File: src/rtl/seg_scan_decoder.sv
// seg_scan_decoder
// Passive receiver for a multiplexed 4-digit seven-segment bus. It samples the
// digit-select and segment lines and decodes each stable digit back to BCD.
// Once all four digits have been captured it publishes a frame, together with
// the binary seconds and minutes rebuilt from the digit pairs.
//
// Ports
//   clk          system clock
//   rst          asynchronous reset, active low
//   sel[3:0]     digit select pins (0 = unit, 1 = ten, 2 = hun, 3 = tho)
//   seg[6:0]     segment pins (bit 0 = a .. bit 6 = g)
//   unit/ten/hun/tho[3:0]  last published frame, BCD (4'hF = undecodable)
//   sec[5:0]     ten*10 + unit, 6'h3F when out of range
//   min[5:0]     tho*10 + hun,  6'h3F when out of range
//   frame_valid  one-cycle pulse when a new frame is published
//   err          one-cycle pulse on a decode or range error
module seg_scan_decoder #(
  parameter int unsigned STABLE_CYCLES  = 16,
  parameter bit          SEL_ACTIVE_LOW = 1'b1,
  parameter bit          SEG_ACTIVE_LOW = 1'b1
) (
  input  logic       clk,
  input  logic       rst,
  input  logic [3:0] sel,
  input  logic [6:0] seg,
  output logic [3:0] unit,
  output logic [3:0] ten,
  output logic [3:0] hun,
  output logic [3:0] tho,
  output logic [5:0] sec,
  output logic [5:0] min,
  output logic       frame_valid,
  output logic       err
);

  localparam int unsigned NUM_DIGITS = 4;
  localparam int unsigned SEL_W      = 4;
  localparam int unsigned SEG_W      = 7;
  localparam int unsigned DIG_W      = 4;
  localparam int unsigned BIN_W      = 6;
  localparam int unsigned CNT_W      = 8;

  localparam logic [CNT_W-1:0] CAP_CNT  = CNT_W'(STABLE_CYCLES - 1);
  localparam logic [CNT_W-1:0] CNT_MAX  = '1;
  localparam logic [DIG_W-1:0] DIG_BAD  = 4'hF;
  localparam logic [BIN_W-1:0] BIN_BAD  = 6'h3F;
  localparam logic [SEL_W-1:0] ALL_DONE = 4'b1111;

  // Two-flop synchronizers for the asynchronous pins
  logic [SEL_W-1:0] r_sel_s1, r_sel_s2;
  logic [SEG_W-1:0] r_seg_s1, r_seg_s2;

  // Previous-cycle normalized values for change detection
  logic [SEL_W-1:0] r_sel_p;
  logic [SEG_W-1:0] r_seg_p;

  logic [CNT_W-1:0] r_cnt;
  logic             r_armed;
  logic [SEL_W-1:0] r_collected;
  logic [DIG_W-1:0] r_shadow [NUM_DIGITS];

  logic [SEL_W-1:0] w_sel_n;
  logic [SEG_W-1:0] w_seg_n;
  logic             w_onehot;
  logic             w_change;
  logic             w_capture;
  logic [DIG_W-1:0] w_dec;
  logic             w_dec_err;
  logic             w_publish;
  logic             w_sec_bad;
  logic             w_min_bad;
  logic [BIN_W-1:0] w_sec_bin;
  logic [BIN_W-1:0] w_min_bin;

  // Seven-segment (active-high gfedcba) to BCD; anything else is undecodable
  function automatic logic [DIG_W-1:0] seg_to_bcd(input logic [SEG_W-1:0] p);
    logic [DIG_W-1:0] d;
    case (p)
      7'h3F:   d = 4'd0;
      7'h06:   d = 4'd1;
      7'h5B:   d = 4'd2;
      7'h4F:   d = 4'd3;
      7'h66:   d = 4'd4;
      7'h6D:   d = 4'd5;
      7'h7D:   d = 4'd6;
      7'h07:   d = 4'd7;
      7'h7F:   d = 4'd8;
      7'h6F:   d = 4'd9;
      default: d = DIG_BAD;
    endcase
    return d;
  endfunction

  // A tens/units pair is usable only if both are BCD and the tens digit is 0..5
  function automatic logic pair_bad(input logic [DIG_W-1:0] t,
                                    input logic [DIG_W-1:0] u);
    return (t > 4'd5) || (u > 4'd9);
  endfunction

  function automatic logic [BIN_W-1:0] pair_bin(input logic [DIG_W-1:0] t,
                                                input logic [DIG_W-1:0] u);
    return BIN_W'(t) * BIN_W'(10) + BIN_W'(u);
  endfunction

  // Input conditioning and qualification
  always_comb begin
    w_sel_n   = r_sel_s2 ^ {SEL_W{SEL_ACTIVE_LOW}};
    w_seg_n   = r_seg_s2 ^ {SEG_W{SEG_ACTIVE_LOW}};
    w_onehot  = (w_sel_n != '0) && ((w_sel_n & (w_sel_n - SEL_W'(1))) == '0);
    w_change  = (w_sel_n != r_sel_p) || (w_seg_n != r_seg_p);
    // Counter reaches CAP_CNT only after STABLE_CYCLES unchanged cycles
    w_capture = w_onehot && !w_change && !r_armed && (r_cnt == CAP_CNT);
    w_dec     = seg_to_bcd(w_seg_n);
    w_dec_err = (w_dec == DIG_BAD);
  end

  // Frame publication and binary reconstruction from the shadows
  always_comb begin
    w_publish = (r_collected == ALL_DONE);
    w_sec_bad = pair_bad(r_shadow[1], r_shadow[0]);
    w_min_bad = pair_bad(r_shadow[3], r_shadow[2]);
    w_sec_bin = w_sec_bad ? BIN_BAD : pair_bin(r_shadow[1], r_shadow[0]);
    w_min_bin = w_min_bad ? BIN_BAD : pair_bin(r_shadow[3], r_shadow[2]);
  end

  // Synchronizer and change-detect history
  always_ff @(posedge clk or negedge rst) begin
    if (!rst) begin
      r_sel_s1 <= '0;
      r_sel_s2 <= '0;
      r_seg_s1 <= '0;
      r_seg_s2 <= '0;
      r_sel_p  <= '0;
      r_seg_p  <= '0;
    end else begin
      r_sel_s1 <= sel;
      r_sel_s2 <= r_sel_s1;
      r_seg_s1 <= seg;
      r_seg_s2 <= r_seg_s1;
      r_sel_p  <= w_sel_n;
      r_seg_p  <= w_seg_n;
    end
  end

  // Stability counter and one-capture-per-activation guard
  always_ff @(posedge clk or negedge rst) begin
    if (!rst) begin
      r_cnt   <= '0;
      r_armed <= 1'b0;
    end else begin
      if (!w_onehot || w_change) begin
        r_cnt <= '0;
      end else if (r_cnt != CNT_MAX) begin
        r_cnt <= r_cnt + CNT_W'(1);
      end

      if (w_change) begin
        r_armed <= 1'b0;
      end else if (w_capture) begin
        r_armed <= 1'b1;
      end
    end
  end

  // Shadow digits and collection mask; a publish clears the mask
  always_ff @(posedge clk or negedge rst) begin
    if (!rst) begin
      r_collected <= '0;
      for (int i = 0; i < NUM_DIGITS; i++) begin
        r_shadow[i] <= '0;
      end
    end else begin
      r_collected <= (w_publish ? '0 : r_collected) |
                     (w_capture ? w_sel_n : '0);
      for (int i = 0; i < NUM_DIGITS; i++) begin
        if (w_capture && w_sel_n[i]) begin
          r_shadow[i] <= w_dec;
        end
      end
    end
  end

  // Registered frame outputs and status pulses
  always_ff @(posedge clk or negedge rst) begin
    if (!rst) begin
      unit        <= '0;
      ten         <= '0;
      hun         <= '0;
      tho         <= '0;
      sec         <= '0;
      min         <= '0;
      frame_valid <= 1'b0;
      err         <= 1'b0;
    end else begin
      frame_valid <= w_publish;
      // Decode and range errors landing in one cycle merge into one pulse
      err         <= (w_capture && w_dec_err) ||
                     (w_publish && (w_sec_bad || w_min_bad));
      if (w_publish) begin
        unit <= r_shadow[0];
        ten  <= r_shadow[1];
        hun  <= r_shadow[2];
        tho  <= r_shadow[3];
        sec  <= w_sec_bin;
        min  <= w_min_bin;
      end
    end
  end

endmodule

File: config.mk
export PLATFORM = sky130hd
export DESIGN_NAME = seg_scan_decoder
export DESIGN_NICKNAME = d
export VERILOG_FILES = /design/src/rtl/seg_scan_decoder.sv
export SDC_FILE = /design/constraint.sdc
export NUM_CORES = 1
export LEC_CHECK = 0
export BUFFER_PORTS_ARGS = -buffer_cell sky130_fd_sc_hd__buf_2
export CAP_MARGIN = 20
export CORE_MARGIN = 4
export CORE_UTILIZATION = 30
export CTS_CLUSTER_DIAMETER = 100
export CTS_CLUSTER_SIZE = 12
export DETAILED_ROUTE_END_ITERATION = 12
export PLACE_DENSITY = 0.58
export SYNTH_ARGS = -nofsm -noshare
export SYNTH_HDL_FRONTEND = slang
export SYNTH_SLANG_ARGS = --single-unit
File: constraint.sdc
create_clock -name clk -period 2.6 [get_ports clk]
set_input_delay 0.39 -clock clk [delete_from_list [all_inputs] [get_ports clk]]
set_output_delay 0.39 -clock clk [all_outputs]
set_load 0.01 [all_outputs]
==> results of run 1 <==
state kept, by name, indices dropped and copies added, names as in the netlist, 6 cells and up:
register	count
min	6
r_cnt	8
r_seg_p	7
r_seg_s1	7
r_seg_s2	7
r_shadow	16
sec	6
path summary, 6_finish.rpt:
| check | to | depth (start not counted) |
|---|---|---|
| min in group clk | r_seg_s1[1] | 1 |
| setup reg to reg | r_shadow[12] | 4 |
| setup / recovery | r_shadow[12] | 4 |
| hold / removal | r_cnt[2] | 1 |
| hold reg to reg | r_sel_s2[0] | 0 |
| max in group asynchronous | min[5] | 2 |
metrics by stage:
step / util [%] / std cells / instance area (µm²) / setup WS (ns)
floorplan: - / 351 / 3960 / 0.537
global placement: 34.1 / 554 / 4350 / 0.374
detailed placement: 34.1 / 554 / 4350 / 0.317
CTS: 36.4 / 570 / 4640 / 0.314
global route: 36.4 / 570 / 4640 / 0.230
finish: 36.4 / 570 / 4640 / 0.335
kinds of logic (layout without fill, tap and decap cells):
| group | count (synthesis) | after routing | synth area share [%] |
|---|---|---|---|
| AOI/OAI and AO/OA | 48 | 48 | 7.39 |
| and+or+nand+nor | 122 | 122 | 15.2 |
| buffers and inverters | 30 | 77 | 3.44 |
| muxes | 18 | 18 | 5.05 |
| adders and majority gates | 15 | 15 | 5.11 |
| xor gates and xnor gates | 26 | 26 | 5.74 |
| DFF | 92 | 92 | 58.1 |
routing by layer:
| metal | vias to the layer above | track usage, % | share of wire (%) | wire length, µm |
|---|---|---|---|---|
| li1 | 1272 | - | - | - |
| met1 | 1245 | 13.9 | 48 | 3590 |
| met2 | 50 | 17.0 | 45 | 3390 |
| met3 | 13 | 3.48 | 5.3 | 392 |
| met4 | 0 | 3.71 | 1.2 | 88 |
| met5 | - | 0 | 0 | 0 |
area by class of cell:
class                   instances  area, µm²
flip-flops and latches         92       2300
well taps                     172        215
fillers                      1265       8130
repair buffers                 45        248
clock inverters                 6       55.1
clock buffers                  10        239
inverters                      16       60.1
multi-input cells             229       1530
power by group through the flow:
stage	Combinational [W]	Sequential [W]	Clock [W]
after floorplan	0.0000549	0.00149	0
after global placement	0.0000925	0.00151	0
after detailed placement	0.0000937	0.00151	0
after CTS	0.0000943	0.00148	0.00131
after global routing	0.000105	0.00148	0.00137
final	0.0000907	0.00148	0.00127
placed cells by master (no fill, tap or decap), types with 4 or more instances in the layout:
cell and count:
ha_1 13, inv_1 16, xor2_1 6, a21o_1 5
mux2_2 16, a31oi_1 6, xnor2_1 20, buf_2 41
o21ai_0 17, dfrtp_1 92, a21oi_1 10, nor3_4 4
clkbuf_16 9, nor2_1 19, nand3_1 7, nand2_1 66
nand4_1 4
worst register-to-register path: cells and delay by family, from the launching register on:
| kind | cells | cell delay (ns) |
|---|---|---|
| flops | 1 | 0.41 |
| mux | 1 | 0.37 |
| simple gates | 3 | 1.37 |
==> reports/qor.csv, run 1 <==
metric,value,unit
worst_ep_arrival_time,2.49,ns
synth_edf_count,0,
drt_iter0_drc,169,
async_flop_share,100,%
p_switching,0.000654,W
seq_area_frac_synth,58.1,%
clk-insertion-delay-late,0.34,ns
rr_startpoint,r_cnt[4],
htreeDepth,3,
place_hpwl,5.25,mm
io_pins,43,
reg2reg_slack,0.34,ns
slew_headroom,47.4,%
ctsHoldBuffers,0,
avgViaCountPerCell,4.53,
cpPeakStageDelay,0.51,ns
vdd_drop_max,0.299,mV
p_clk_share,44.6,%
cts-buffers-inserted,9,
coreArea,12800,µm²
nNetsFinal,421,
wl_per_cell,13.1,µm
rsz0062_at_grt,false,
antenna_cells,0,
grt_pass1_wl,12.8,mm
pwr-share-comb,3.2,%
place_congestion,0.827,
grt_pass1_vias,2660,
pwr-share-seq,52.2,%
period_needed,2.26,ns
grt_use_total,10.7,%
ant_nets,0,
synth.most_common_cell,dfrtp_1,
synth.top_cells.by_count,"dfrtp_1 (92), nand2_1 (66), xnor2_1 (20), nor2_1 (19), o21ai_0 (17)",
worstPathMaxFanout,6,
grt_max_degree,49,
syn-mean-instance-area,11.3,µm²
synth_top_area_share,58.1,%
overflow,0,
synth_cell_types,45,
finalMaxSlewViolations,0,
critPathLaunch,r_cnt[4],
final.setup.tns,0,ns
rows,41,
power_density,611,nW/µm²
yosys_warnings,0,
status,completed,
leakage,2.44,nW
totalPowerFinal,0.00284,W
fin_crit_sh,87.1,%
route.detailed.drc,0,
postSynthCellCount,351,
port_buffers,42,
die_w,123,µm
ys.flop_type,dfrtp_1,
setup.worst_path.end_class,flop,
routed_wl,7.46,mm
area_delta_synth_final,17.2,%
worst_slew_pin_slew,0.789,ns
syn_area,3960,µm²
cp.buffers_inverters,0,
clkTransAtPathRegs,0.07,ns
synth_top_area_cell,dfrtp_1,
hold_ws,0.0636,ns
cts.sinks,92,
finalSetupViolCount,0,
critPathSlowestCell,or3_1,
postCtsSetupRepairBufs,0,
criticalPathCategory,reg2reg,
ys_ff_latch,92,
crit_path_cell_trace,or4_1 > or3_1 > nor3_4 > mux2_2,
finClkSkew,0.00412,ns
post_cts_resized,0,
antenna_found_initial,0,
fmax,0.442,GHz
cts_max_path_buffers,2,
worstSetupStartpointType,flop,
dieArea,15100,µm²
drtPass1Iterations,5,
synth_fp_nets,379,
yosys-top-cells-area,"dfrtp_1 (58%), nand2_1 (6.3%), mux2_2 (4.5%)",
cp_top_family,simple AND/OR/NAND/NOR gates,
hold_viol_final,0,
p_int,0.00218,W
worstPathRequired,2.83,ns
final_layout_size_suffix_gt1_share,21.6,%
initial_core_util,31.0,%
maxCapViolations,0,
switching_share,23.0,%
cts_root_buf,clkbuf_16,
fp.dieH,123,µm
hold_class,in2async,
vias,2580,
cts_tree,done,
Power figures use the tool's default switching activity.
==> run 2: changes to the inputs <==
--- a/config.mk
+++ b/config.mk
@@ -7,7 +7,6 @@
 export LEC_CHECK = 0
 export BUFFER_PORTS_ARGS = -buffer_cell sky130_fd_sc_hd__buf_2
 export CAP_MARGIN = 20
-export CORE_MARGIN = 4
 export CORE_UTILIZATION = 30
 export CTS_CLUSTER_DIAMETER = 100
 export CTS_CLUSTER_SIZE = 12
==> constraint.sdc (replaced) <==
create_clock -name clk -period 2.6 [get_ports clk]
set_input_delay 0.26 -clock clk [delete_from_list [all_inputs] [get_ports clk]]
set_output_delay 0.26 -clock clk [all_outputs]
set_load 0.01 [all_outputs]
==> reports/qor.csv, run 2 (same netlist as run 1, synthesis figures left out) <==
metric,value,unit,change
die_w,117,µm,was 123 µm
cts_tree,done,,unchanged
cts_max_path_buffers,2,,unchanged
vias,2601,,was 2580
io_pins,43,,unchanged
grt_max_degree,69,,was 49
worst_slew_pin_slew,0.823,ns,was 0.789 ns
route.detailed.drc,0,,unchanged
final.setup.tns,0,ns,unchanged
maxCapViolations,0,,unchanged
hold_class,in2reg,,was in2async
multi_input_area,1530,µm²,unchanged
worstPathMaxFanout,6,,unchanged
period_needed,2.28,ns,was 2.26 ns
regMostFlops,r_shadow,,unchanged
place_hpwl,5.08,mm,was 5.25 mm
leakage,2.45,nW,was 2.44 nW
cts_root_buf,clkbuf_16,,unchanged
largest_reg_flops,16,,unchanged
fmax,0.439,GHz,was 0.442 GHz
drt_iter0_drc,268,,was 169
antenna_cells,0,,unchanged
postCtsSetupRepairBufs,0,,unchanged
reg2reg_slack,0.32,ns,was 0.34 ns
hold_viol_final,0,,unchanged
mostFrequentLayoutCells,"dfrtp_1 (92), nand2_1 (66), buf_2 (41), xnor2_1 (20), nor2_1 (19)",,unchanged
grt_pass1_wl,12.7,mm,was 12.8 mm
htreeDepth,3,,unchanged
nNetsFinal,422,,was 421
final_common_cell,dfrtp_1,,unchanged
avgViaCountPerCell,4.56,,was 4.53
finalSetupViolCount,0,,unchanged
totalPowerFinal,0.00295,W,was 0.00284 W
wl_per_cell,12.9,µm,was 13.1 µm
coreArea,12800,µm²,unchanged
setup.worst_path.end_class,flop,,unchanged
cts-buffers-inserted,9,,unchanged
port_buffers,42,,unchanged
finalMaxSlewViolations,0,,unchanged
antenna_found_initial,0,,unchanged
ctsHoldBuffers,1,,was 0
worst_ep_arrival_time,2.50,ns,was 2.49 ns
worstSetupStartpointType,flop,,unchanged
fp.dieH,117,µm,was 123 µm
final_layout_size_suffix_gt1_share,21.1,%,was 21.6%
overflow,0,,unchanged
initial_core_util,31.0,%,unchanged
routed_wl,7.36,mm,was 7.46 mm
ant_nets,0,,unchanged
num-fill-cells,1272,,was 1265
rsz0062_at_grt,false,,unchanged
regArea,2300,µm²,unchanged
place_congestion,0.781,,was 0.827
post_cts_resized,0,,unchanged
cts.sinks,92,,unchanged
power_density,631,nW/µm²,was 611 nW/µm²
grt_use_total,12.2,%,was 10.7%
dieArea,13700,µm²,was 15100 µm²
clkTransAtPathRegs,0.06,ns,was 0.07 ns
finClkSkew,0.00464,ns,was 0.00412 ns
rows,41,,unchanged
slew_headroom,45.1,%,was 47.4%
drtPass1Iterations,4,,was 5
fin_crit_sh,87.6,%,was 87.1%
clk-insertion-delay-late,0.34,ns,about the same
area_delta_synth_final,18.1,%,was 17.2%
worstPathRequired,2.82,ns,was 2.83 ns
criticalPathCategory,reg2reg,,unchanged
status,completed,,unchanged
grt_pass1_vias,2632,,was 2660
top_regs,"r_shadow x16, r_cnt x8",,unchanged
vdd_drop_max,0.380,mV,was 0.299 mV
run 2: cell count changes in the layout (fill, tap and decap cells not counted), sizes merged:
cell,delta
inv,-4
clkinv,-1
clkinvlp,+1
clkbuf,+2
dlygate4sd3,+1
bufinv,+2
run 2: path summary, 6_finish.rpt:
path / start / to / cells after the start
min in group asynchronous: rst / r_sel_s1[1] / 2
setup reg to reg: r_cnt[4] / r_shadow[14] / 4
setup / recovery: r_cnt[4] / r_shadow[14] / 4
hold / removal: seg[5] / r_seg_s1[5] / 1
hold reg to reg: r_seg_s1[4] / r_seg_s2[4] / 0
max in group asynchronous: rst / min[4] / 3
run 2: critical path: stages, from the launching register on:
cell and delay (ns):
dfrtp_1 0.41, or4_1 0.49, or3_1 0.51, nor3_4 0.37
mux2_2 0.38
run 2: per-layer routing:
metal | track usage (%) | vias up | wire length, µm
met2 | 20.2 | 59 | 3490
met4 | 4.30 | 0 | 107
met3 | 3.81 | 9 | 336
li1 | - | 1269 | -
met5 | 0 | - | 0
met1 | 15.2 | 1264 | 3430
run 2: where the power goes:
group          internal (W)  switching (W)
sequential          0.00146      0.0000244
combinational     0.0000352      0.0000566
clock              0.000867       0.000510
run 2: cell type report:
| type | count | area share [%] |
|---|---|---|
| Timing Repair Buffer | 46 | 5.51 |
| Clock buffer | 12 | 5.27 |
| Inverter | 16 | 1.28 |
| Clock inverter | 4 | 1.55 |
| Multi-Input combinational cell | 229 | 32.6 |
| Tap cell | 172 | 4.60 |
| Sequential cell | 92 | 49.2 |
run 2: through the flow:
| step | instances | util (%) | hold slack (ns) | instance area, µm² | setup slack [ns] |
|---|---|---|---|---|---|
| 3_5_place_dp | 554 | 34.1 | 0.190 | 4350 | 0.317 |
| 4_1_cts | 571 | 36.6 | 0.0128 | 4680 | 0.301 |
| 6_report | 571 | 36.6 | 0.0264 | 4680 | 0.323 |
| 3_3_place_gp | 554 | 34.1 | 0.185 | 4350 | 0.362 |
| 2_1_floorplan | 351 | - | -0.0356 | 3960 | 0.537 |
| 5_1_grt | 571 | 36.6 | 0.0114 | 4680 | 0.216 |
==> run 3: changes to the inputs <==
--- a/config.mk
+++ b/config.mk
@@ -11,7 +11,7 @@
 export CTS_CLUSTER_DIAMETER = 100
 export CTS_CLUSTER_SIZE = 12
 export DETAILED_ROUTE_END_ITERATION = 12
-export PLACE_DENSITY = 0.58
+export PLACE_DENSITY_LB_ADDON = 0.15
 export SYNTH_ARGS = -nofsm -noshare
 export SYNTH_HDL_FRONTEND = slang
 export SYNTH_SLANG_ARGS = --single-unit
==> reports/qor.csv, run 3 (same netlist as run 1, synthesis figures left out) <==
metric,value,unit,change
met2WireLength,3.36,mm,was 3.49 mm
worst_slew_pin_slew,0.723,ns,was 0.823 ns
leakage,2.46,nW,was 2.45 nW
die_w,117,µm,unchanged
clk-insertion-delay-late,0.35,ns,was 0.34 ns
final.setup.tns,0,ns,unchanged
cts_tree,done,,unchanged
grt_pass1_vias,2537,,was 2632
route.detailed.drc,0,,unchanged
top_regs,"r_shadow x16, r_cnt x8",,unchanged
top_layer,met4,,unchanged
ant_nets,0,,unchanged
io_pins,43,,unchanged
met3RoutedLength,338,µm,was 336 µm
routed_wl,7.48,mm,was 7.36 mm
rsz0062_at_grt,false,,unchanged
place_hpwl,5.27,mm,was 5.08 mm
rows,41,,unchanged
cts-buffers-inserted,9,,unchanged
hold_end,r_sel_s1[0],,was r_seg_s1[5]
grt_pass1_wl,12.8,mm,was 12.7 mm
cp_top_family,simple AND/OR/NAND/NOR gates,,unchanged
fin_cells,573,,was 571
drt_iter0_drc,105,,was 268
worst_ep_arrival_time,2.48,ns,was 2.50 ns
setup.worst_path.end_class,flop,,unchanged
finClkSkew,0.00702,ns,was 0.00464 ns
reg2reg_slack,0.35,ns,was 0.32 ns
reg2reg_to,r_shadow[15],,was r_shadow[14]
grt_use_total,12.5,%,was 12.2%
cts_max_path_buffers,2,,unchanged
hold_viol_final,0,,unchanged
cp.buffers_inverters,0,,unchanged
regMostFlops,r_shadow,,unchanged
fin_crit_sh,86.6,%,was 87.6%
post-place-ws,0.334,ns,was 0.317 ns
worstSetupStartpointType,flop,,unchanged
largest_reg_flops,16,,unchanged
coreArea,12800,µm²,unchanged
maxCapViolations,0,,unchanged
place_congestion,0.823,,was 0.781
finalMaxSlewViolations,0,,unchanged
cpPeakStageDelay,0.51,ns,about the same
area_delta_synth_final,18.6,%,was 18.1%
postCtsSetupRepairBufs,0,,unchanged
mostFrequentLayoutCells,"dfrtp_1 (92), nand2_1 (66), buf_2 (41), xnor2_1 (20), nor2_1 (19)",,unchanged
worstPathMaxFanout,6,,unchanged
antenna_found_initial,0,,unchanged
criticalPathCategory,reg2reg,,unchanged
nNetsFinal,424,,was 422
fp.dieH,117,µm,unchanged
hold_class,in2reg,,unchanged
worst_slack,0.349,ns,was 0.323 ns
htreeDepth,3,,unchanged
holdPathStages,1,,unchanged
power_density,626,nW/µm²,was 631 nW/µm²
slew_headroom,51.4,%,was 45.1%
wl_per_cell,13.1,µm,was 12.9 µm
critPathSlowestCell,or3_1,,unchanged
status,completed,,unchanged
crit_cells,4,,unchanged
holdCritStartpoint,sel[0],,was seg[5]
dp.cells,555,,was 554
cts_root_buf,clkbuf_16,,unchanged
cts.sinks,92,,unchanged
period_needed,2.25,ns,was 2.28 ns
initial_core_util,31.0,%,unchanged
vdd_drop_max,0.271,mV,was 0.380 mV
rr_worst_depth,4,,unchanged
rr_startpoint,r_cnt[4],,unchanged
antenna_cells,0,,unchanged
totalPowerFinal,0.00294,W,was 0.00295 W
final_layout_size_suffix_gt1_share,21.7,%,was 21.1%
port_buffers,42,,unchanged
overflow,0,,unchanged
dieArea,13700,µm²,unchanged
avgViaCountPerCell,4.49,,was 4.56
clkTransAtPathRegs,0.06,ns,about the same
final_common_cell,dfrtp_1,,unchanged
fmax,0.444,GHz,was 0.439 GHz
drtPass1Iterations,4,,unchanged
worstPathRequired,2.83,ns,was 2.82 ns
vias,2570,,was 2601
crit_path_cell_trace,or4_1 > or3_1 > nor3_4 > mux2_2,,unchanged
grt_max_degree,66,,was 69
finalSetupViolCount,0,,unchanged
met1_length,3.67,mm,was 3.43 mm
[run 3: cell count changes in the layout (fill, tap and decap cells not counted), sizes merged]
| cell | previous run | this run |
|---|---|---|
| inv | 16 | 17 |
| buf | 45 | 46 |
| bufinv | 2 | 1 |
| dlygate4sd3 | 1 | 2 |
[run 3: timing repair]
action                                 4_1_cts  5_1_grt
hold buffers                                 1        1
gates resized for setup                      0        0
endpoints found under the hold margin       27        1
[run 3: how the worst max path moves through the flow]
stage / startpoint / endpoint
5_1_grt: r_cnt[4] / r_shadow[13]
3_3_place_gp: r_cnt[4] / r_shadow[12]
2_1_floorplan: r_cnt[4] / r_shadow[12]
6_report: r_cnt[4] / r_shadow[15]
3_5_place_dp: r_cnt[4] / r_shadow[0]
4_1_cts: r_cnt[4] / r_shadow[15]
[run 3: final cells by class]
cell class | instances | area, µm²
sequential | 92 | 2300
timing repair buffer | 48 | 275
clock buffer | 12 | 267
multi-input combinational | 229 | 1530
fill | 1318 | 8070
inverter | 16 | 60.1
tap | 172 | 215
clock inverter | 4 | 55.1
[run 3: where the power goes]
part	switching, W	internal, W
logic	0.0000563	0.0000362
clock network	0.000540	0.000828
registers	0.0000238	0.00146
[run 3: layer usage]
metal	GRT usage [%]	vias to the layer above
li1	-	1278
met1	16.1	1237
met2	19.4	47
met3	4.38	8
met4	4.81	0
met5	0	-
[run 3: metrics by stage]
step	utilization [%]	area [µm²]	hold WS [ns]
after floorplan	-	3960	-0.0356
after global placement	34.1	4360	0.202
after detailed placement	34.1	4360	0.204
after CTS	36.7	4690	0.00220
after global routing	36.8	4700	0.00175
final	36.8	4700	0.0194
